### config.mk
export PLATFORM = sky130hd
export DESIGN_NAME = convcor_peak
export DESIGN_NICKNAME = d
export VERILOG_FILES = /design/src/rtl/convcor_peak.sv
export SDC_FILE = /design/constraint.sdc
export NUM_CORES = 1
export LEC_CHECK = 0
export CORE_MARGIN = 2
export CORE_UTILIZATION = 35
export DETAILED_ROUTE_END_ITERATION = 10
export DONT_BUFFER_PORTS = 1
export GPL_TIMING_DRIVEN = 0
export PLACE_DENSITY = 0.5
export SLEW_MARGIN = 20
export SYNTH_ARGS = -nofsm -noshare
export SYNTH_HDL_FRONTEND = slang
export SYNTH_SLANG_ARGS = --single-unit
### constraint.sdc
create_clock -name clk -period 2.1 [get_ports clk]
set_clock_uncertainty 0.1 [all_clocks]
set_input_delay 0.42 -clock clk [delete_from_list [all_inputs] [get_ports clk]]
set_output_delay 0.42 -clock clk [all_outputs]
set_load 0.01 [all_outputs]
### src/rtl/convcor_peak.sv
// convcor_peak: peak tracker for one result burst of the convolution/correlation
// core. While in_valid is high, each signed 36-bit sample is compared against the
// running peak. When the burst ends, a one-cycle summary is emitted: peak value,
// its index, the burst length and an overflow flag.
//
// Ports:
//   clk, rst_n          clock, synchronous active-low reset
//   in_valid, in_data   burst sample stream (no backpressure)
//   out_valid           one-cycle summary strobe
//   out_peak            original signed peak sample
//   out_idx             zero-based index of the peak (earliest on ties)
//   out_len             samples accepted, 1..2**IDX_W
//   out_ovf             burst ran past 2**IDX_W samples
//
// Build option: CONVCOR_PEAK_ABS_EN selects magnitude ordering (|x|) instead of
// signed ordering for the peak search. out_peak is always the signed sample.
module convcor_peak #(
  parameter int IDX_W = 5
) (
  input  logic              clk,
  input  logic              rst_n,
  input  logic              in_valid,
  input  logic [35:0]       in_data,
  output logic              out_valid,
  output logic [35:0]       out_peak,
  output logic [IDX_W-1:0]  out_idx,
  output logic [IDX_W:0]    out_len,
  output logic              out_ovf
);

  localparam logic [IDX_W:0] MAXLEN = {1'b1, {IDX_W{1'b0}}};

  typedef enum logic [1:0] {IDLE, ACC, DONE} state_t;

  state_t           state_q, state_d;
  logic [35:0]      acc_peak_q, acc_peak_d;
  logic [IDX_W-1:0] acc_idx_q, acc_idx_d;
  logic [IDX_W:0]   acc_len_q, acc_len_d;
  logic             acc_ovf_q, acc_ovf_d;
  logic [35:0]      sum_peak_q, sum_peak_d;
  logic [IDX_W-1:0] sum_idx_q, sum_idx_d;
  logic [IDX_W:0]   sum_len_q, sum_len_d;
  logic             sum_ovf_q, sum_ovf_d;

  // Map a sample to an unsigned key so one unsigned compare covers both modes.
  // Signed mode flips the sign bit (offset binary). Magnitude mode negates
  // negatives; -2^35 becomes 2^35, which fits in 36 unsigned bits.
  function automatic logic [35:0] key_of(input logic [35:0] x);
`ifdef CONVCOR_PEAK_ABS_EN
    return x[35] ? (~x + 36'd1) : x;
`else
    return {~x[35], x[34:0]};
`endif
  endfunction

  always_comb begin
    state_d    = state_q;
    acc_peak_d = acc_peak_q;
    acc_idx_d  = acc_idx_q;
    acc_len_d  = acc_len_q;
    acc_ovf_d  = acc_ovf_q;
    sum_peak_d = sum_peak_q;
    sum_idx_d  = sum_idx_q;
    sum_len_d  = sum_len_q;
    sum_ovf_d  = sum_ovf_q;
    case (state_q)
      ACC: begin
        if (in_valid) begin
          if (acc_len_q == MAXLEN) begin
            acc_ovf_d = 1'b1;
          end else begin
            // strictly greater keeps the earliest index on ties
            if (key_of(in_data) > key_of(acc_peak_q)) begin
              acc_peak_d = in_data;
              acc_idx_d  = acc_len_q[IDX_W-1:0];
            end
            acc_len_d = acc_len_q + (IDX_W+1)'(1);
          end
        end else begin
          sum_peak_d = acc_peak_q;
          sum_idx_d  = acc_idx_q;
          sum_len_d  = acc_len_q;
          sum_ovf_d  = acc_ovf_q;
          state_d    = DONE;
        end
      end
      default: begin
        // IDLE and DONE: a sample here starts a new burst; the summary
        // registers stay untouched so DONE still reports the old burst.
        if (in_valid) begin
          acc_peak_d = in_data;
          acc_idx_d  = '0;
          acc_len_d  = (IDX_W+1)'(1);
          acc_ovf_d  = 1'b0;
          state_d    = ACC;
        end else begin
          state_d = IDLE;
        end
      end
    endcase
  end

  always_ff @(posedge clk) begin
    if (!rst_n) begin
      state_q    <= IDLE;
      acc_peak_q <= '0;
      acc_idx_q  <= '0;
      acc_len_q  <= '0;
      acc_ovf_q  <= 1'b0;
      sum_peak_q <= '0;
      sum_idx_q  <= '0;
      sum_len_q  <= '0;
      sum_ovf_q  <= 1'b0;
    end else begin
      state_q    <= state_d;
      acc_peak_q <= acc_peak_d;
      acc_idx_q  <= acc_idx_d;
      acc_len_q  <= acc_len_d;
      acc_ovf_q  <= acc_ovf_d;
      sum_peak_q <= sum_peak_d;
      sum_idx_q  <= sum_idx_d;
      sum_len_q  <= sum_len_d;
      sum_ovf_q  <= sum_ovf_d;
    end
  end

  // Reset held during DONE suppresses the summary.
  assign out_valid = (state_q == DONE) && rst_n;
  assign out_peak  = out_valid ? sum_peak_q : '0;
  assign out_idx   = out_valid ? sum_idx_q  : '0;
  assign out_len   = out_valid ? sum_len_q  : '0;
  assign out_ovf   = out_valid ? sum_ovf_q  : 1'b0;

endmodule

* Word-level counts from Yosys, hierarchy flattened
Index checks and enable logic that the tools add are counted.
** Cells by class
- Add/subtract/negate cells :: 1
- $mul :: 0
- Div/mod/pow operators :: 0
- Order comparisons :: 1
- Equal/unequal tests :: 7
- Shift-type cells :: 0
- Multiplexer cells :: 25
- Bitwise logic cells :: 3
- Reductions and logical operators :: 5
** Operators with widths (count)
- $mux 36 :: 6
- $gt 36x36->1 :: 1
- $mux 5 :: 6
- $mux 6 :: 5
- $ne 2x2->1 const B :: 4
- $add 6x1->6 const B :: 1
- $eq 6x6->1 const B :: 1
- $mux 1 :: 6
- $reduce_and 2->1 :: 3
- $mux 2 :: 2
- $not 1->1 :: 3
- $reduce_and 3->1 :: 1
- $eq 2x1->1 const B :: 1
- $eq 2x2->1 const B :: 1
- $logic_and 1x1->1 :: 1
** Storage, ports and cells
- Bits in registers :: 98
- Latch bits :: 0
- Memory bits (writable) :: 0
- Bits in read-only memories :: 0
- Word-level logic and storage cells :: 51
- Memories :: 0

* Longest topological paths before layout
- Word-level depth :: 6
- Depth in mapped cells :: 11
- Gate-level depth less buffers :: 9

* Least setup slack after synthesis
Ideal clock, no wire load.
- Path kind :: input port to flip-flop
- From :: input port in_data[18]
- To :: register acc_peak_q[0]
- Library setup time :: 0.072 ns
- Arrival :: 2.140 ns
- Required time :: 1.928 ns
- Path slack :: -0.212 ns
- Stages :: 10
- Buffers on the path :: 2
- Path through :: ha_1 a21oi_1 nand2_1 a221oi_1 o211ai_1 a21o_1 a21boi_2 buf_6 buf_12 mux2i_1
** Between the ends
- Word-level cells in the longest chain between the ends :: 3
** Ends and longest elaborated chain
- from (decl) :: line 23 : input logic [35:0] in_data,
- $gt 36x36->1 :: line 73 : if (key_of(in_data) > key_of(acc_peak_q)) begin
- $ne 2x2->1 (no source line)
- $reduce_and 3->1 (no source line)
- to (signal assigned) :: line 116 : acc_peak_q <= acc_peak_d;
- to (decl) :: line 36 : logic [35:0] acc_peak_q, acc_peak_d;
No other way between the ends.
A chain may end at the register's enable or synchronous reset.

* Worst setup path after layout
- From :: register acc_peak_q[19]
- To :: register acc_peak_q[29]
** Between the ends
- Word-level cells in the longest chain between the ends :: 3
** Ends and longest elaborated chain (line)
- $gt 36x36->1 :: 73
- $ne 2x2->1 (no source line)
- $reduce_and 3->1 (no source line)
No other way between the ends.

==> summary.txt <==
Run status
  – Outcome: complete, but fails checks
  – Failing checks: setup timing

Floorplan
  – Core Footprint: 13900 µm²
  – Die H: 124 µm
  – Io pins: 88
  – Std cell rows: 43
  – Die Wd: 124 µm
  – DIE AREA: 15300 µm²
  – Initial Utilization: 36.0%

Synth
  – Syn_area_per_cell: 8.28 µm²
  – Seq/Total Area, Yosys: 39.1%
  – Main synth FF type: dfxtp_1
  – Synth Net Count: 683
  – Top cells by area, synth: dfxtp_1 39%, nand2_1 14%, ha_1 9.5%, mux2i_1 7.2%, a21boi_0 7.2%
  – Synth warn: 0
  – Distinct cells, synth: 40
  – Synth top area share: 39.1%
  – Cells after Synth: 606
  – Synth area leader: dfxtp_1
  – FFs w/ async S/R, synth: 0%
  – Mapped Area: 5020 µm²
  – FF+latch count, synth: 98
  – Number of synthesized flops with an enable pin: 0
  – Synth top cells by count: 186 x nand2_1, 98 x dfxtp_1, 50 x and2_1
  – Count leader, synth: nand2_1

Detailed routing
  – # DRC: 0
  – Vias/cell: 4.82
  – Iter 0 DRT Violations: 138
  – DRT Pass-1 Iters: 4
  – WL/cell: 15.2 µm
  – Antenna viol nets, final: 0
  – Routed WL: 12500 µm
  – Vias: 3959

Timing
  – Final worst path period need: 2.44 ns
  – Fmax: 0.411 GHz
  – Worst setup margin: -0.335 ns
  – Unrepaired setup endpoints after global routing: true
  – Fin. Hold Viols: 0
  – Worst Tran Pin Value: 0.557 ns
  – Slew Limit Fails: 0
  – Tcrit/Tclk final: 116%
  – Hold WS: 0.0952 ns
  – Slew headroom: 62.9%
  – Setup-failing EPs final: 41

Clock tree
  – Clock Latency Late Sink: 0.35 ns
  – H-tree depth: 3
  – Clk slew on worst S/H paths: 0.07 ns
  – Clock Sinks: 98
  – CTS tree: built
  – Root buf cell: clkbuf_16
  – Total CTS buffers: 9
  – Max clock buf depth: 2

Placed design
  – Final Wtd Congestion: 0.770
  – PortBufs: 0
  – Dpl hpwl: 9150 µm
  – Dpl cells: 786
  – Pre-CTS WS: -0.625 ns

Layout
  – Fillers: 1393
  – Post-Route Utilization: 43.9%
  – Final nets: 713
  – Proportion of layout cells with a drive suffix above 1: 17.5%
  – Inserted Diodes: 0
  – Post-Layout Cell Count: 821
  – Area Overhead vs Synth: 21.9%

Worst setup path
  – CP Data Required Time: 2.27 ns
  – Max Fanout on Critical Path: 8
  – CP max stage delay: 0.37 ns
  – Slowest-stage cell, CP: dfxtp_1
  – Worst reg2reg setup slack: -0.34 ns
  – Worst Path Buf+Inv: 3
  – CP startpoint kind: flip-flop
  – CP cell instances: inv_1 -> ha_1 -> nand4_4 -> nor3_1 -> a221oi_2 -> o211ai_1 -> a21o_1 -> a21boi_2 -> buf_6 -> buf_12 -> mux2i_1
  – Crit Path Class: flip-flop to flip-flop
  – WP data arrival: 2.60 ns
  – Worst Setup End Kind: flip-flop
  – CP delay by family, top: compound AO/OA/AOI/OAI gates

Global route
  – First-pass GRT wire length: 20100 µm
  – Initial antenna violation count: 0
  – GRT Util Overall: 17.2%
  – Largest net degree at the start of global routing: 17
  – Number of global-route vias before repair: 4023
  – Global route overflow: 0

Power and ir drop
  – P per Cell Area: 765 nW/µm²
  – Leakage power: 2.42 nW
  – Tot Pwr: 0.00468 W
  – Peak supply drop: 0.000390 V

Job
  – Count of max-cap constraint violations: 0

Min path
  – Worst min-delay path category: input port to flip-flop
worst register-to-register path, cell delays in order (launching register included):
cell and delay [ns]:
dfxtp_1 0.37, inv_1 0.06, ha_1 0.33, nand4_4 0.11, nor3_1 0.07, a221oi_2 0.22
o211ai_1 0.15, a21o_1 0.24, a21boi_2 0.14, buf_6 0.22, buf_12 0.15, mux2i_1 0.20
kinds of logic after synthesis:
family | synth area share, %
and+or+nand+nor | 24.8
AOI/OAI and AO/OA | 12.2
xor gates and xnor gates | 0.698
muxes | 7.18
adders and majority gates | 9.47
buffers and inverters | 6.58
DFF | 39.1
timing repair:
| item | CTS | global route |
|---|---|---|
| gates resized for setup | 41 | 26 |
| setup endpoints to repair | 104 | 70 |
| cloned | 1 | 2 |
| pin swaps | 7 | 9 |
| hold buffers | 0 | 0 |
| setup buffers | 17 | 2 |
worst paths after layout:
path,startpoint,endpoint,cells after the start
max,acc_peak_q[19],acc_peak_q[29],11
min,in_data[17],acc_peak_q[17],2
max reg2reg,acc_peak_q[19],acc_peak_q[29],11
min reg2reg,sum_idx_q[4],sum_idx_q[4],2
cell usage in the layout, fill, tap and decap left out, drive strengths merged, types with 2 or more instances in the layout:
cell type	n
nand2	186
dfxtp	98
and2	50
a21boi	49
inv	40
ha	38
mux2i	36
clkbuf	36
buf	26
a21oi	16
nor2	9
nand4	7
o21ai	6
nand3	5
a22o	5
xor2	3
bufinv	3
nor4	2
a221oi	2
nor2b	2
a21o	2
o211ai	2
a22oi	2
clkinvlp	2
nor3b	2
power by group:
part	total [W]	internal, W	switching [W]	leakage (nW)
logic	0.000736	0.000366	0.000371	1.45
clock network	0.00194	0.00120	0.000738	0.165
registers	0.00201	0.00195	0.0000604	0.804
final cells by class:
type / count / area, µm² / area share [%]
plain buffers: 30 / 186 / 3.05
inverters: 40 / 150 / 2.45
well taps: 180 / 225 / 3.68
flip-flops and latches: 98 / 1980 / 32.4
clock inverters: 6 / 114 / 1.86
clock buffers: 10 / 239 / 3.91
repair buffers: 22 / 233 / 3.80
multi-input cells: 435 / 2990 / 48.8
flip-flops by register name, summed over array words and instances (netlist names):
signal	cells
state_q	2
acc_peak_q	36
acc_idx_q	5
acc_len_q	6
sum_peak_q	36
acc_ovf_q	1
sum_idx_q	5
sum_len_q	6
sum_ovf_q	1
metal layers:
metal	track usage (%)	vias to the layer above	share of wire, %
met5	0	-	0
met4	6.04	0	1.6
met3	4.49	15	5.7
met2	28.5	69	47
met1	21.5	1829	46
li1	-	2046	-
stage by stage:
| step | instance area, µm² | TNS [ns] |
|---|---|---|
| 2_1_floorplan | 5110 | -3.83 |
| 3_3_place_gp | 5330 | -32.63 |
| 3_5_place_dp | 5330 | -34.72 |
| 4_1_cts | 5980 | -12.52 |
| 5_1_grt | 6120 | -19.68 |
| 6_report | 6120 | -12.68 |
Note: power is estimated with default switching activity, not from simulation.
